==> src/rtl/cpu_control_unit_if.sv <==
// rtl/cpu_control_unit_if.sv - control unit <-> exec unit / memory signal bundle
interface cpu_control_unit_if;
  // Exec-unit status and memory acknowledge into the control unit
  logic [15:0] IR;
  logic        C;
  logic        N;
  logic        Z;
  logic        mem_ack;

  // Exec-unit controls and memory request out of the control unit
  logic        adr_sel;
  logic        s_sel;
  logic        pc_sel;
  logic        pc_ld;
  logic        pc_inc;
  logic        ir_ld;
  logic        W_en;
  logic [2:0]  W_Adr;
  logic [2:0]  R_Adr;
  logic [2:0]  S_Adr;
  logic [3:0]  ALU_OP;
  logic        mem_req;
  logic        mem_we;
  logic        halted;
  logic [3:0]  state;

  modport master (
    input  IR, C, N, Z, mem_ack,
    output adr_sel, s_sel, pc_sel, pc_ld, pc_inc, ir_ld, W_en,
           W_Adr, R_Adr, S_Adr, ALU_OP, mem_req, mem_we, halted, state
  );

  modport slave (
    output IR, C, N, Z, mem_ack,
    input  adr_sel, s_sel, pc_sel, pc_ld, pc_inc, ir_ld, W_en,
           W_Adr, R_Adr, S_Adr, ALU_OP, mem_req, mem_we, halted, state
  );
endinterface

==> src/rtl/cpu_control_unit.sv <==
// rtl/cpu_control_unit.sv - fetch/decode/execute sequencer for the 16-bit exec unit
module cpu_control_unit #(
  parameter logic [3:0] ALU_PASS_S = 4'h1,
  parameter logic [3:0] ALU_PASS_R = 4'h2
) (
  input  logic               clk,
  input  logic               reset,
  cpu_control_unit_if.master bus
);

  typedef enum logic [3:0] {
    S_FETCH  = 4'd0,
    S_DECODE = 4'd1,
    S_ALU    = 4'd2,
    S_LD     = 4'd3,
    S_ST     = 4'd4,
    S_BR     = 4'd5,
    S_JR     = 4'd6,
    S_HALT   = 4'd7
  } state_t;

  state_t state_q, state_d;
  logic   cf_q, nf_q, zf_q;
  logic   cf_d, nf_d, zf_d;

  logic       adr_sel, s_sel, pc_sel, pc_ld, pc_inc, ir_ld, w_en;
  logic       mem_req, mem_we, halted;
  logic [2:0] w_adr, r_adr, s_adr;
  logic [3:0] alu_op;
  logic [3:0] op;

  // IR[2:0] only carries the low branch-offset bits, which the exec unit consumes
  logic unused_ir_bits;
  assign unused_ir_bits = ^bus.IR[2:0];

  assign op = bus.IR[15:12];

  // Next-state, flag capture and Mealy control outputs; reset forces a quiet cycle
  always_comb begin
    state_d = state_q;
    cf_d    = cf_q;
    nf_d    = nf_q;
    zf_d    = zf_q;
    adr_sel = 1'b0;
    s_sel   = 1'b0;
    pc_sel  = 1'b0;
    pc_ld   = 1'b0;
    pc_inc  = 1'b0;
    ir_ld   = 1'b0;
    w_en    = 1'b0;
    mem_req = 1'b0;
    mem_we  = 1'b0;
    halted  = 1'b0;
    alu_op  = 4'h0;
    w_adr   = 3'd0;
    r_adr   = 3'd0;
    s_adr   = 3'd0;

    // During FETCH the IR still holds the previous instruction, so keep addresses quiet
    if (state_q != S_FETCH) begin
      w_adr = bus.IR[11:9];
      r_adr = bus.IR[8:6];
      s_adr = bus.IR[5:3];
    end

    case (state_q)
      S_FETCH: begin
        mem_req = 1'b1;
        if (bus.mem_ack) begin
          ir_ld   = 1'b1;
          pc_inc  = 1'b1;
          state_d = S_DECODE;
        end
      end
      S_DECODE: begin
        if (op <= 4'h9) begin
          state_d = S_ALU;
        end else begin
          case (op)
            4'hA:        state_d = S_LD;
            4'hB:        state_d = S_ST;
            4'hC, 4'hE:  state_d = S_BR;
            4'hD:        state_d = S_JR;
            default:     state_d = S_HALT;
          endcase
        end
      end
      S_ALU: begin
        alu_op  = op;
        w_en    = 1'b1;
        cf_d    = bus.C;
        nf_d    = bus.N;
        zf_d    = bus.Z;
        state_d = S_FETCH;
      end
      S_LD: begin
        adr_sel = 1'b1;
        mem_req = 1'b1;
        if (bus.mem_ack) begin
          s_sel   = 1'b1;
          alu_op  = ALU_PASS_S;
          w_en    = 1'b1;
          state_d = S_FETCH;
        end
      end
      S_ST: begin
        // Store data and address are held unchanged for the whole wait
        adr_sel = 1'b1;
        alu_op  = ALU_PASS_S;
        mem_req = 1'b1;
        mem_we  = 1'b1;
        if (bus.mem_ack) begin
          state_d = S_FETCH;
        end
      end
      S_BR: begin
        // Offset is added to the PC already incremented by the fetch
        if ((op == 4'hC && zf_q) || (op == 4'hE && nf_q)) begin
          pc_ld = 1'b1;
        end
        state_d = S_FETCH;
      end
      S_JR: begin
        alu_op  = ALU_PASS_R;
        pc_sel  = 1'b1;
        pc_ld   = 1'b1;
        state_d = S_FETCH;
      end
      S_HALT: begin
        halted = 1'b1;
      end
      default: begin
        state_d = S_FETCH;
      end
    endcase

    if (reset) begin
      state_d = S_FETCH;
      cf_d    = 1'b0;
      nf_d    = 1'b0;
      zf_d    = 1'b0;
      adr_sel = 1'b0;
      s_sel   = 1'b0;
      pc_sel  = 1'b0;
      pc_ld   = 1'b0;
      pc_inc  = 1'b0;
      ir_ld   = 1'b0;
      w_en    = 1'b0;
      mem_req = 1'b0;
      mem_we  = 1'b0;
      halted  = 1'b0;
      alu_op  = 4'h0;
      w_adr   = 3'd0;
      r_adr   = 3'd0;
      s_adr   = 3'd0;
    end
  end

  // State and latched branch flags
  always_ff @(posedge clk) begin
    if (reset) begin
      state_q <= S_FETCH;
      cf_q    <= 1'b0;
      nf_q    <= 1'b0;
      zf_q    <= 1'b0;
    end else begin
      state_q <= state_d;
      cf_q    <= cf_d;
      nf_q    <= nf_d;
      zf_q    <= zf_d;
    end
  end

  assign bus.adr_sel = adr_sel;
  assign bus.s_sel   = s_sel;
  assign bus.pc_sel  = pc_sel;
  assign bus.pc_ld   = pc_ld;
  assign bus.pc_inc  = pc_inc;
  assign bus.ir_ld   = ir_ld;
  assign bus.W_en    = w_en;
  assign bus.W_Adr   = w_adr;
  assign bus.R_Adr   = r_adr;
  assign bus.S_Adr   = s_adr;
  assign bus.ALU_OP  = alu_op;
  assign bus.mem_req = mem_req;
  assign bus.mem_we  = mem_we;
  assign bus.halted  = halted;
  assign bus.state   = reset ? 4'd0 : state_q;

endmodule

==> src/flat_wrapper.sv <==
// flat-port wrapper written by rule: the top's interface ports become plain ports
module cpu_control_unit_flat 
#(
  parameter logic [3:0] ALU_PASS_S = 4'h1,
  parameter logic [3:0] ALU_PASS_R = 4'h2
)
  (clk, reset, bus_IR, bus_C, bus_N, bus_Z, bus_mem_ack, bus_adr_sel, bus_s_sel, bus_pc_sel, bus_pc_ld, bus_pc_inc, bus_ir_ld, bus_W_en, bus_W_Adr, bus_R_Adr, bus_S_Adr, bus_ALU_OP, bus_mem_req, bus_mem_we, bus_halted, bus_state);
  cpu_control_unit_if bus_i ();
  input  logic clk;
  input  logic reset;
  input wire logic [$bits(bus_i.IR)-1:0] bus_IR;
  input wire logic [$bits(bus_i.C)-1:0] bus_C;
  input wire logic [$bits(bus_i.N)-1:0] bus_N;
  input wire logic [$bits(bus_i.Z)-1:0] bus_Z;
  input wire logic [$bits(bus_i.mem_ack)-1:0] bus_mem_ack;
  output wire logic [$bits(bus_i.adr_sel)-1:0] bus_adr_sel;
  output wire logic [$bits(bus_i.s_sel)-1:0] bus_s_sel;
  output wire logic [$bits(bus_i.pc_sel)-1:0] bus_pc_sel;
  output wire logic [$bits(bus_i.pc_ld)-1:0] bus_pc_ld;
  output wire logic [$bits(bus_i.pc_inc)-1:0] bus_pc_inc;
  output wire logic [$bits(bus_i.ir_ld)-1:0] bus_ir_ld;
  output wire logic [$bits(bus_i.W_en)-1:0] bus_W_en;
  output wire logic [$bits(bus_i.W_Adr)-1:0] bus_W_Adr;
  output wire logic [$bits(bus_i.R_Adr)-1:0] bus_R_Adr;
  output wire logic [$bits(bus_i.S_Adr)-1:0] bus_S_Adr;
  output wire logic [$bits(bus_i.ALU_OP)-1:0] bus_ALU_OP;
  output wire logic [$bits(bus_i.mem_req)-1:0] bus_mem_req;
  output wire logic [$bits(bus_i.mem_we)-1:0] bus_mem_we;
  output wire logic [$bits(bus_i.halted)-1:0] bus_halted;
  output wire logic [$bits(bus_i.state)-1:0] bus_state;
  assign bus_i.IR = bus_IR;
  assign bus_i.C = bus_C;
  assign bus_i.N = bus_N;
  assign bus_i.Z = bus_Z;
  assign bus_i.mem_ack = bus_mem_ack;
  assign bus_adr_sel = bus_i.adr_sel;
  assign bus_s_sel = bus_i.s_sel;
  assign bus_pc_sel = bus_i.pc_sel;
  assign bus_pc_ld = bus_i.pc_ld;
  assign bus_pc_inc = bus_i.pc_inc;
  assign bus_ir_ld = bus_i.ir_ld;
  assign bus_W_en = bus_i.W_en;
  assign bus_W_Adr = bus_i.W_Adr;
  assign bus_R_Adr = bus_i.R_Adr;
  assign bus_S_Adr = bus_i.S_Adr;
  assign bus_ALU_OP = bus_i.ALU_OP;
  assign bus_mem_req = bus_i.mem_req;
  assign bus_mem_we = bus_i.mem_we;
  assign bus_halted = bus_i.halted;
  assign bus_state = bus_i.state;
  cpu_control_unit #(.ALU_PASS_S(ALU_PASS_S), .ALU_PASS_R(ALU_PASS_R)) u_core (.clk(clk), .reset(reset), .bus(bus_i));
endmodule
==> config.mk <==
export PLATFORM = sky130hd
export DESIGN_NAME = cpu_control_unit_flat
export DESIGN_NICKNAME = d
export VERILOG_FILES = /design/src/rtl/cpu_control_unit_if.sv /design/src/rtl/cpu_control_unit.sv /design/src/flat_wrapper.sv
export SDC_FILE = /design/constraint.sdc
export NUM_CORES = 1
export LEC_CHECK = 0
export ABC_AREA = 1
export CAP_MARGIN = 20
export CORE_MARGIN = 3
export CORE_UTILIZATION = 30
export CTS_CLUSTER_SIZE = 20
export DETAILED_ROUTE_END_ITERATION = 10
export GPL_TIMING_DRIVEN = 0
export PLACE_DENSITY = 0.79
export SETUP_SLACK_MARGIN = 0.05
export SYNTH_ARGS = -nofsm -noshare
export SYNTH_HDL_FRONTEND = slang
export SYNTH_SLANG_ARGS = --single-unit
export TNS_END_PERCENT = 10
==> constraint.sdc <==
create_clock -name clk -period 1.38 [get_ports clk]
set_input_delay 0.276 -clock clk [delete_from_list [all_inputs] [get_ports clk]]
set_output_delay 0.276 -clock clk [all_outputs]
set_load 0.05 [all_outputs]
Word level (Yosys, flattened, before mapping) --
Index checks and enable logic that the tools add are counted.
Word-level totals: register bits after elaboration 6, logic and storage cells 63, output and inout port bits 27, bits of input ports 22
Operators by class: muxes and demuxes 35, $lt $le $gt $ge 1, reduce and logical (&&, ||, !) cells 9, eq/ne operators 14, bitwise operators 1
Operator list (count):
- one-hot mux 4 bit (4 select lines) | 2
- == test 4 bit (second input constant) | 5
- 2-to-1 mux 4 bit | 5
- 2-to-1 mux 1 bit | 19
- 2-to-1 mux 3 bit | 6
- == test 4 x 3 -> 1 bit (second input constant) | 4
- one-hot mux 3 bit (4 select lines) | 1
- == test 4 x 2 -> 1 bit (second input constant) | 2
- == test 4 x 1 -> 1 bit (second input constant) | 1
- <= comparator 4 bit (second input constant) | 1
- zero test 4 bit | 1
- one-hot mux 1 bit (2 select lines) | 2
- nonzero test 4 bit | 1
- OR reduction 2 bit | 2
- AND reduction 3 bit | 1
- OR reduction 3 bit | 1
- logical AND 1 bit | 2
- inequality test 2 x 1 -> 1 bit (second input constant) | 1
- inequality test 2 bit (second input constant) | 1
- logical OR 1 bit | 1
- NOT 1 bit | 1

Depth between registers and ports, before layout --
Gate-level depths: netlist of the first run.
word-level depth 6, depth in mapped cells 7, gate-level depth less buffers 7

Worst setup path before layout of the first run --
OpenSTA, ideal clock, no wires.
kind register to output, start point register u_core.state_q[2], end point output port bus_pc_ld, slack -1085 ps, cell stages (with the launch flop) 5, buffers on the path 0, arrival 2189 ps, required time 1104 ps, path through dfxtp_1 -> inv_2 -> nor2_2 -> inv_1 -> o21ai_0
On the way: cells in the longest elaborated chain, start to end 3, elaborated cells on any way between the ends 4, those cells by class 2 x eq/ne; 2 x mux
RTL lines:
- start, declared | RTL line cpu_control_unit.sv:22 | state_t state_q, state_d;
- start signal, assigned | RTL line cpu_control_unit.sv:167 | state_q <= state_d;
- == test 4 x 3 -> 1 bit | RTL line cpu_control_unit.sv:66 | case (state_q)
- one-hot mux 1 bit (2 select lines) * | RTL line cpu_control_unit.sv:66
- 2-to-1 mux 1 bit * | RTL line cpu_control_unit.sv:137 | if (reset) begin
- end, declared | RTL line flat_wrapper.sv:19 | output wire logic [$bits(bus_i.pc_ld)-1:0] bus_pc_ld;
Every way passes the cells marked *; elsewhere a longest branch is shown, timed or not.

Final worst setup path of the first run --
start point register u_core.state_q[0], end point output port bus_W_en
On the way: cells in the longest elaborated chain, start to end 3, elaborated cells on any way between the ends 4, those cells by class 2 x eq/ne; 2 x mux
RTL lines:
- == test 4 x 2 -> 1 bit | RTL line cpu_control_unit.sv:66
- one-hot mux 1 bit (2 select lines) * | RTL line cpu_control_unit.sv:66
- 2-to-1 mux 1 bit * | RTL line cpu_control_unit.sv:137
- end, declared | RTL line flat_wrapper.sv:22 | output wire logic [$bits(bus_i.W_en)-1:0] bus_W_en;
Marks and branches as above.

==> impl_metrics.env, run 1 <==
export IMPL_setup_viol=24
export IMPL_grt_pass1_wl_mm=3.13
export IMPL_drc=0
export IMPL_layout_nets=174
export IMPL_rsz0062_at_grt="true"
export IMPL_power_density_mw_per_mm2=697
export IMPL_worstRegToRegCells=6
export IMPL_fill_cells=96
export IMPL_arrival_ns=1.29
export IMPL_grt_pass1_vias=695
export IMPL_finalCriticalPeriod_ns=1.56
export IMPL_crit_type="reg2out"
export IMPL_numCtsBuffers=3
export IMPL_r2r_slack_ns=0.20
export IMPL_overflow=0
export IMPL_clock_fmax_mhz=640
export IMPL_hold_viol=0
export IMPL_vias=794
export IMPL_start_util=0.334
export IMPL_leakagePower_nw=0.585
export IMPL_worstSetupEndpoint="bus_W_en"
export IMPL_timing_rr_end="u_core.zf_q$_SDFFE_PP0N_"
export IMPL_grt_antenna_before_repair=0
export IMPL_clk_latency_ns=0.24
export IMPL_ioPinCount=49
export IMPL_core_sq_mm=0.00158
export IMPL_holdWs_ns=0.450
export IMPL_crit_path_start_kind="flip-flop"
export IMPL_grt_max_degree=11
export IMPL_clockRootBuffer="clkbuf_4"
export IMPL_clk_pin_slew_ns=0.04
export IMPL_post_dp_hpwl_mm=1.60
export IMPL_clock_path_buffers=2
export IMPL_drv_slew=0
export IMPL_outcome="complete, but fails checks"
export IMPL_cp_max_fo=6
export IMPL_firstDrtPassIters=4
export IMPL_wl_per_cell_um=13.2
export IMPL_final_period_utilization=1.13
export IMPL_max_vdd_ir_drop_mv=0.669
export IMPL_crit_start="u_core.state_q[0]$_SDFFE_PP0P_"
export IMPL_syn_inst=97
export IMPL_hold_class="reg2reg"
export IMPL_die_area_sq_mm=0.00229
export IMPL_track_usage=0.193
export IMPL_r2r_start="u_core.state_q[0]$_SDFFE_PP0P_"
export IMPL_htreeDepth=1
export IMPL_rows=14
export IMPL_synth_cell_type_count=21
export IMPL_post_route_cell_area_sq_mm=0.00134
export IMPL_cts_tree="done"
export IMPL_synth_seq_area_share=0.190
export IMPL_required_ns=1.10
export IMPL_clock_skew_ns=0.00338
export IMPL_maxCapViolCount=0
export IMPL_via_per_inst=4.75
export IMPL_utilization=0.848
export IMPL_syn_num_nets=119
export IMPL_place_congestion=0.800
export IMPL_violations="setup timing"
export IMPL_syn_area_per_cell_sq_um=5.43
export IMPL_ys_ff_latch=5
export IMPL_placed_cell_area_sq_mm=0.00112
export IMPL_yosysWarnings=0
export IMPL_antenna_diode_count=0
export IMPL_dieWidth_um=47.9
export IMPL_drt_first_iter_violations=7
export IMPL_port_buffers=42
export IMPL_wirelength_mm=2.20
export IMPL_cts_hold_buf=0
export IMPL_area_growth_pct=154
export IMPL_clock_sinks=5
export IMPL_drive_above_1_share=0.589
export IMPL_ant_nets=0
export IMPL_die_y_um=47.9
export IMPL_syn_area_sq_um=527
export IMPL_setup_ws_ns=-0.182
export IMPL_cp_end_kind="primary output"
cell usage after synthesis:
master,instances,area share
buf_4,2,0.028
nor3_1,5,0.047
conb_1,1,0.0071
a31oi_1,1,0.012
o21ai_1,1,0.0095
a21oi_2,1,0.017
a211oi_1,1,0.014
nand4_1,2,0.024
nand3_2,2,0.038
nor2_4,1,0.021
nor2_2,1,0.012
nand2_1,12,0.086
inv_1,21,0.15
buf_2,2,0.019
nand2_2,2,0.024
inv_2,2,0.014
dfxtp_1,5,0.19
a21oi_1,8,0.076
nor2_1,19,0.14
nand3_1,4,0.038
o21ai_0,4,0.038
final cells by class:
type | instances | area, sq um | share of cell area
buffer | 4 | 35.0 | 0.0262
clock buffer | 4 | 26.3 | 0.0196
inverter | 23 | 104 | 0.0776
multi-input combinational | 65 | 522 | 0.390
sequential | 5 | 111 | 0.0833
tap | 16 | 20.0 | 0.0150
timing repair buffer | 50 | 519 | 0.388
worst min path at each step:
stage | start | end | slack [ns] | depth (start not counted)
2_1_floorplan | u_core.zf_q$_SDFFE_PP0N_ | u_core.zf_q$_SDFFE_PP0N_ | 0.42 | 2
3_3_place_gp | u_core.zf_q$_SDFFE_PP0N_ | u_core.zf_q$_SDFFE_PP0N_ | 0.43 | 2
3_5_place_dp | u_core.zf_q$_SDFFE_PP0N_ | u_core.zf_q$_SDFFE_PP0N_ | 0.45 | 2
4_1_cts | u_core.zf_q$_SDFFE_PP0N_ | u_core.zf_q$_SDFFE_PP0N_ | 0.45 | 2
5_1_grt | u_core.zf_q$_SDFFE_PP0N_ | u_core.zf_q$_SDFFE_PP0N_ | 0.47 | 2
6_report | u_core.zf_q$_SDFFE_PP0N_ | u_core.zf_q$_SDFFE_PP0N_ | 0.45 | 2
power breakdown:
group / switching (mW) / internal (mW)
sequential: 0.0304 / 0.159
clock: 0.0595 / 0.109
combinational: 0.354 / 0.220
cells in the final DEF, fill, tap and decap left out, types with 2 or more instances in the layout:
cell              n
a21oi_1           5
a21oi_2           2
a21oi_4           2
buf_4            10
buf_6            24
buf_8             2
clkbuf_4          3
clkdlybuf4s50_1  11
dfxtp_1           2
dfxtp_4           3
dlygate4sd2_1     5
inv_1            16
inv_2             4
inv_6             2
nand2_1          11
nand3_1           3
nand3_4           3
nand4_1           2
nor2_2           14
nor2_4            6
nor3_2            4
o21ai_0           3
worst max-delay path: stages, from the launching register on:
cell and delay, ns:
dfxtp_4 0.39, inv_6 0.09, nand3_4 0.09, buf_4 0.16
a21oi_4 0.14, buf_6 0.17
stage by stage:
stage,power [mW],setup WS [ns],setup TNS [ns],instances
3_5_place_dp,0.666,-0.999,-17.55,155
4_1_cts,0.891,-0.185,-3.12,164
3_3_place_gp,0.659,-1.00,-17.30,155
2_1_floorplan,0.512,-0.176,-2.04,97
5_1_grt,0.987,-0.241,-4.58,167
6_report,0.932,-0.182,-3.15,167
sequential cells by signal (all words and copies together) (netlist names):
register	flops
u_core.zf_q	1
u_core.nf_q	1
u_core.state_q	3
repair_timing:
item | 4_1_cts | 5_1_grt
buffers inserted | 5 | 3
resized for setup | 204 | 9
hold endpoints to repair | 0 | 0
pin swaps | 6 | 3
endpoints found under the setup margin | 26 | 26
cells by family (layout without fill, tap and decap cells):
group	Yosys count	after routing	synth area share
AOI/OAI and AO/OA	16	16	0.166
DFF	5	5	0.190
other	1	1	0.00712
and+or+nand+nor	48	48	0.425
buffers and inverters	27	81	0.211
layer usage:
metal  global-route usage  up-vias  routed length [um]
li1                     -      408                   -
met1                0.243      364                 816
met2                0.338       22                1300
met4               0.0323        0                   0
met5                    0        -                   0
met3               0.0451        0                  87
Note: power is estimated with default switching activity, not from simulation.
==> run 2, diff against run 1 <==
--- a/config.mk
+++ b/config.mk
@@ -13,6 +13,7 @@
 export DETAILED_ROUTE_END_ITERATION = 10
 export GPL_TIMING_DRIVEN = 0
 export PLACE_DENSITY = 0.79
+export REMOVE_ABC_BUFFERS = 1
 export SETUP_SLACK_MARGIN = 0.05
 export SYNTH_ARGS = -nofsm -noshare
 export SYNTH_HDL_FRONTEND = slang
==> run 2 against run 1 <==
The flow still finishes with violations (setup timing). Sequential power fell by 3%. Core utilization fell by 15 points. Sequential cell count did not move. Via count fell by 0.38%. Combinational power fell by 18%. Hold slack got worse by 0.017 ns. Total power fell by 12%. First-iteration DRC count rose by 100%. Clock power barely moved. Register-to-register slack barely moved.
==> impl_metrics.env, run 2 (synthesis results as in run 1) <==
export IMPL_outcome="complete, but fails checks"
export IMPL_violations="setup timing"
export IMPL_setup_viol=23
export IMPL_largest_register_ffs=3
export IMPL_r2r_slack_ns=0.20
export IMPL_start_util=0.334
export IMPL_grt_antenna_before_repair=0
export IMPL_cp_max_fo=6
export IMPL_wl_per_cell_um=12.3
export IMPL_clock_fmax_mhz=620
export IMPL_clock_path_buffers=2
export IMPL_crit_cells=4
export IMPL_worstSetupEndpoint="bus_ALU_OP[0]"
export IMPL_vias=791
export IMPL_total_power_mw=0.823
export IMPL_cp_top_family="flip-flops"
export IMPL_reg_top3="u_core.state_q x3, u_core.nf_q x1, u_core.zf_q x1"
export IMPL_hold_class="in2reg"
export IMPL_clk_pin_slew_ns=0.04
export IMPL_wl_met2_um=969
export IMPL_cts_tree="done"
export IMPL_slowest_stage="dfxtp_4"
export IMPL_drive_above_1_share=0.425
export IMPL_rows=14
export IMPL_fill_cells=143
export IMPL_rsz0062_at_grt="true"
export IMPL_drv_slew=0
export IMPL_worstRegToRegCells=6
export IMPL_port_buffers=43
export IMPL_cts_hold_buf=0
export IMPL_crit_start="u_core.state_q[0]$_SDFFE_PP0P_"
export IMPL_wirelength_mm=1.99
export IMPL_dr_wl_met3_um=194
export IMPL_drc=0
export IMPL_track_usage=0.158
export IMPL_m1WireLength_um=795
export IMPL_crit_type="reg2out"
export IMPL_numCtsBuffers=3
export IMPL_antenna_diode_count=0
export IMPL_ant_nets=0
export IMPL_post_dp_hpwl_mm=1.40
export IMPL_path_cells="nor3_1 > inv_1 > a21oi_1 > buf_4"
export IMPL_clk_latency_ns=0.24
export IMPL_die_y_um=47.9
export IMPL_htreeDepth=1
export IMPL_timing_rr_end="u_core.zf_q$_SDFFE_PP0N_"
export IMPL_die_area_sq_mm=0.00229
export IMPL_cp_end_kind="primary output"
export IMPL_pre_cts_ws_ns=-1.22
export IMPL_leakagePower_nw=0.532
export IMPL_dieWidth_um=47.9
export IMPL_finalCriticalPeriod_ns=1.61
export IMPL_core_sq_mm=0.00158
export IMPL_tns_ns=-3.26
export IMPL_top_register="u_core.state_q"
export IMPL_firstDrtPassIters=4
export IMPL_ioPinCount=49
export IMPL_grt_pass1_wl_mm=2.57
export IMPL_slowest_delay_ns=0.37
export IMPL_drt_first_iter_violations=14
export IMPL_max_vdd_ir_drop_mv=0.664
export IMPL_via_per_inst=4.88
export IMPL_required_ns=1.10
export IMPL_grt_max_degree=18
export IMPL_power_density_mw_per_mm2=746
export IMPL_overflow=0
export IMPL_final_common_cell="inv_1"
export IMPL_top_layer="met4"
export IMPL_crit_path_start_kind="flip-flop"
export IMPL_place_congestion=0.838
export IMPL_utilization=0.699
export IMPL_layout_common_cells="inv_1, buf_6, buf_4"
export IMPL_clock_sinks=5
export IMPL_maxCapViolCount=0
export IMPL_setup_ws_ns=-0.232
export IMPL_r2r_start="u_core.state_q[0]$_SDFFE_PP0P_"
export IMPL_hold_viol=0
export IMPL_layout_nets=169
export IMPL_arrival_ns=1.34
export IMPL_final_period_utilization=1.17
export IMPL_clock_skew_ns=0.000327
export IMPL_clockRootBuffer="clkbuf_4"
export IMPL_area_growth_pct=109
export IMPL_crit_buf_inv=2
export IMPL_grt_pass1_vias=653
[run 2: cell types whose count changed in the layout (fill, tap and decap cells not counted), sizes merged]
cell / previous run / this run
buf: 38 / 32
clkbuf: 4 / 5
[run 2: how the worst min path moves through the flow]
stage                                        start  slack [ns]  cells after the start                             end
after floorplan                              reset        0.34                      1  u_core.state_q[0]$_SDFFE_PP0P_
after global placement    u_core.zf_q$_SDFFE_PP0N_        0.43                      2        u_core.zf_q$_SDFFE_PP0N_
after detailed placement  u_core.zf_q$_SDFFE_PP0N_        0.44                      2        u_core.zf_q$_SDFFE_PP0N_
after CTS                                    reset        0.41                      2  u_core.state_q[0]$_SDFFE_PP0P_
after global routing      u_core.zf_q$_SDFFE_PP0N_        0.46                      2        u_core.zf_q$_SDFFE_PP0N_
final                                        reset        0.43                      2  u_core.state_q[0]$_SDFFE_PP0P_
[run 2: power by group]
part | switching (mW) | total, mW | internal, mW | leakage [nW]
clock | 0.0611 | 0.171 | 0.109 | 0.0150
combinational | 0.303 | 0.470 | 0.167 | 0.474
sequential | 0.0239 | 0.183 | 0.159 | 0.0429
total | 0.388 | 0.823 | 0.435 | 0.532
[run 2: timing repair]
action | in CTS | in global routing
endpoints found under the setup margin | 29 | 26
gates resized for setup | 201 | 20
buffers inserted | 3 | 3
pin swaps | 3 | 4
[run 2: layout make-up]
| cell class | instances | area (sq um) | share of cell area |
|---|---|---|---|
| clock buffers | 4 | 26.3 | 0.0238 |
| inverters | 23 | 96.3 | 0.0874 |
| multi-input cells | 65 | 385 | 0.350 |
| flip-flops and latches | 5 | 111 | 0.101 |
| well taps | 16 | 20.0 | 0.0182 |
| repair buffers | 49 | 463 | 0.420 |
[run 2: through the flow]
stage | cell area, sq um | hold slack, ns | instances
2_1_floorplan | 502 | 0.338 | 93
4_1_cts | 1010 | 0.410 | 159
3_5_place_dp | 952 | 0.442 | 152
6_report | 1100 | 0.433 | 162
3_3_place_gp | 952 | 0.434 | 152
5_1_grt | 1100 | 0.456 | 162
[run 2: layer usage]
metal	vias to the layer above	global-route usage
met5	-	0
met4	0	0.0806
met3	3	0.0376
met2	40	0.269
met1	352	0.180
li1	396	-
==> run 3, diff against run 2 <==
--- a/config.mk
+++ b/config.mk
@@ -7,13 +7,12 @@
 export LEC_CHECK = 0
 export ABC_AREA = 1
 export CAP_MARGIN = 20
-export CORE_MARGIN = 3
+export CORE_MARGIN = 2
 export CORE_UTILIZATION = 30
 export CTS_CLUSTER_SIZE = 20
 export DETAILED_ROUTE_END_ITERATION = 10
 export GPL_TIMING_DRIVEN = 0
 export PLACE_DENSITY = 0.79
-export REMOVE_ABC_BUFFERS = 1
 export SETUP_SLACK_MARGIN = 0.05
 export SYNTH_ARGS = -nofsm -noshare
 export SYNTH_HDL_FRONTEND = slang
==> run 3 against run 2 <==
The flow still finishes with violations (setup timing). Clock power decreased by 4%. Core utilization grew 8.6 points. Clock skew barely moved.
==> impl_metrics.env, run 3 (synthesis results as in run 1) <==
export IMPL_timing_rr_end="u_core.nf_q$_SDFFE_PP0N_"
export IMPL_r2r_start="u_core.state_q[0]$_SDFFE_PP0P_"
export IMPL_p_clk_frac=0.180
export IMPL_antenna_diode_count=0
export IMPL_min_to="u_core.zf_q$_SDFFE_PP0N_"
export IMPL_drc=0
export IMPL_rows=15
export IMPL_outcome="complete, but fails checks"
export IMPL_hold_depth=2
export IMPL_hp_start="u_core.zf_q$_SDFFE_PP0N_"
export IMPL_overflow=0
export IMPL_violations="setup timing"
export IMPL_clk_pin_slew_ns=0.04
export IMPL_final_common_cell="buf_6"
export IMPL_crit_type="reg2out"
export IMPL_ant_nets=0
export IMPL_place_congestion=0.863
export IMPL_p_comb_frac=0.617
export IMPL_rsz0062_at_grt="true"
export IMPL_wirelength_mm=2.07
export IMPL_final_period_utilization=1.14
export IMPL_htreeDepth=1
export IMPL_r2r_slack_ns=0.12
export IMPL_cp_max_fo=6
export IMPL_setup_ws_ns=-0.198
export IMPL_start_util=0.312
export IMPL_multiInputGateArea_sq_um=514
export IMPL_core_sq_mm=0.00169
export IMPL_die_area_sq_mm=0.00211
export IMPL_drv_slew=0
export IMPL_drive_above_1_share=0.586
export IMPL_maxCapViolCount=0
export IMPL_pre_cts_ws_ns=-0.986
export IMPL_post_dp_hpwl_mm=1.45
export IMPL_die_y_um=45.9
export IMPL_required_ns=1.10
export IMPL_clock_path_buffers=2
export IMPL_firstDrtPassIters=4
export IMPL_clockRootBuffer="clkbuf_4"
export IMPL_hold_viol=0
export IMPL_port_buffers=42
export IMPL_swShare=0.473
export IMPL_total_power_mw=0.922
export IMPL_track_usage=0.200
export IMPL_leakagePower_nw=0.581
export IMPL_regArea_sq_um=111
export IMPL_p_int_mw=0.485
export IMPL_area_growth_pct=152
export IMPL_cp_end_kind="primary output"
export IMPL_grt_pass1_wl_mm=3.00
export IMPL_finalCriticalPeriod_ns=1.58
export IMPL_arrival_ns=1.30
export IMPL_power_density_mw_per_mm2=695
export IMPL_grt_pass1_vias=672
export IMPL_layout_common_cells="buf_6, inv_1, nor2_2"
export IMPL_grt_max_degree=11
export IMPL_worstRegToRegCells=7
export IMPL_power_switching_mw=0.436
export IMPL_ioPinCount=49
export IMPL_vias=806
export IMPL_largest_register_ffs=3
export IMPL_clock_fmax_mhz=634
export IMPL_clk_latency_ns=0.24
export IMPL_clock_sinks=5
export IMPL_crit_path_start_kind="flip-flop"
export IMPL_fill_cells=120
export IMPL_seq_power_share=0.204
export IMPL_max_vdd_ir_drop_mv=0.649
export IMPL_cts_tree="done"
export IMPL_setup_viol=23
export IMPL_numCtsBuffers=3
export IMPL_top_register="u_core.state_q"
export IMPL_via_per_inst=4.77
export IMPL_dieWidth_um=45.9
export IMPL_hold_class="reg2reg"
export IMPL_grt_antenna_before_repair=0
export IMPL_layout_nets=175
export IMPL_reg_top3="u_core.state_q x3, u_core.nf_q x1, u_core.zf_q x1"
export IMPL_clock_skew_ns=0.000212
export IMPL_drt_first_iter_violations=9
export IMPL_wl_per_cell_um=12.2
-- run 3: changes by cell type in the layout (fill, tap and decap cells not counted), sizes merged --
cell    delta
clkbuf     -1
buf        +7
-- run 3: worst max-delay path by stage --
stage	start	end	cells after the start
after floorplan	u_core.state_q[2]$_SDFFE_PP0P_	bus_pc_inc	4
after global placement	bus_IR[13]	bus_pc_ld	6
after detailed placement	bus_IR[13]	bus_pc_ld	6
after CTS	u_core.state_q[2]$_SDFFE_PP0P_	bus_ALU_OP[0]	6
after global routing	u_core.state_q[0]$_SDFFE_PP0P_	bus_pc_inc	5
final	u_core.state_q[0]$_SDFFE_PP0P_	bus_pc_inc	5
-- run 3: timing repair --
| action | 4_1_cts | 5_1_grt |
|---|---|---|
| cloned | 0 | 0 |
| pin swaps | 6 | 3 |
| hold buffers | 0 | 0 |
| endpoints found under the setup margin | 26 | 26 |
| setup buffers | 6 | 3 |
| resized for setup | 205 | 8 |
-- run 3: critical path, stage by stage (launching register included) --
cell and delay, ns:
dfxtp_4 0.38, inv_6 0.09, nand3_4 0.15, nor3_4 0.18, buf_6 0.12, buf_8 0.13
-- run 3: cell type report --
class | count | area share
Buffer | 4 | 0.0236
Clock buffer | 4 | 0.0198
Inverter | 23 | 0.0783
Multi-Input combinational cell | 65 | 0.388
Sequential cell | 5 | 0.0840
Tap cell | 17 | 0.0160
Timing Repair Buffer | 51 | 0.391
-- run 3: metrics by stage --
stage	util	std cells	TNS (ns)	hold slack [ns]	cell area, sq um
after floorplan	-	97	-2.04	0.424	679
after global placement	0.664	156	-17.04	0.433	1120
after detailed placement	0.664	156	-17.51	0.442	1120
after CTS	0.759	166	-2.55	0.450	1280
after global routing	0.785	169	-4.20	0.472	1330
final	0.785	169	-3.10	0.448	1330
-- run 3: metal layers --
metal	global-route usage	part of all wire	vias to the layer above	wire [um]
met3	0.0397	0.043	8	89
met4	0.0857	0.023	0	48
met5	0	0	-	0
met2	0.356	0.57	26	1170
li1	-	-	409	-
met1	0.229	0.37	363	757
-- run 3: power groups by stage --
| stage | registers, mW | clock network [mW] | logic, mW |
|---|---|---|---|
| 2_1_floorplan | 0.176 | 0 | 0.336 |
| 3_3_place_gp | 0.178 | 0 | 0.480 |
| 3_5_place_dp | 0.179 | 0 | 0.486 |
| 4_1_cts | 0.185 | 0.169 | 0.548 |
| 5_1_grt | 0.190 | 0.180 | 0.597 |
| 6_report | 0.188 | 0.165 | 0.568 |
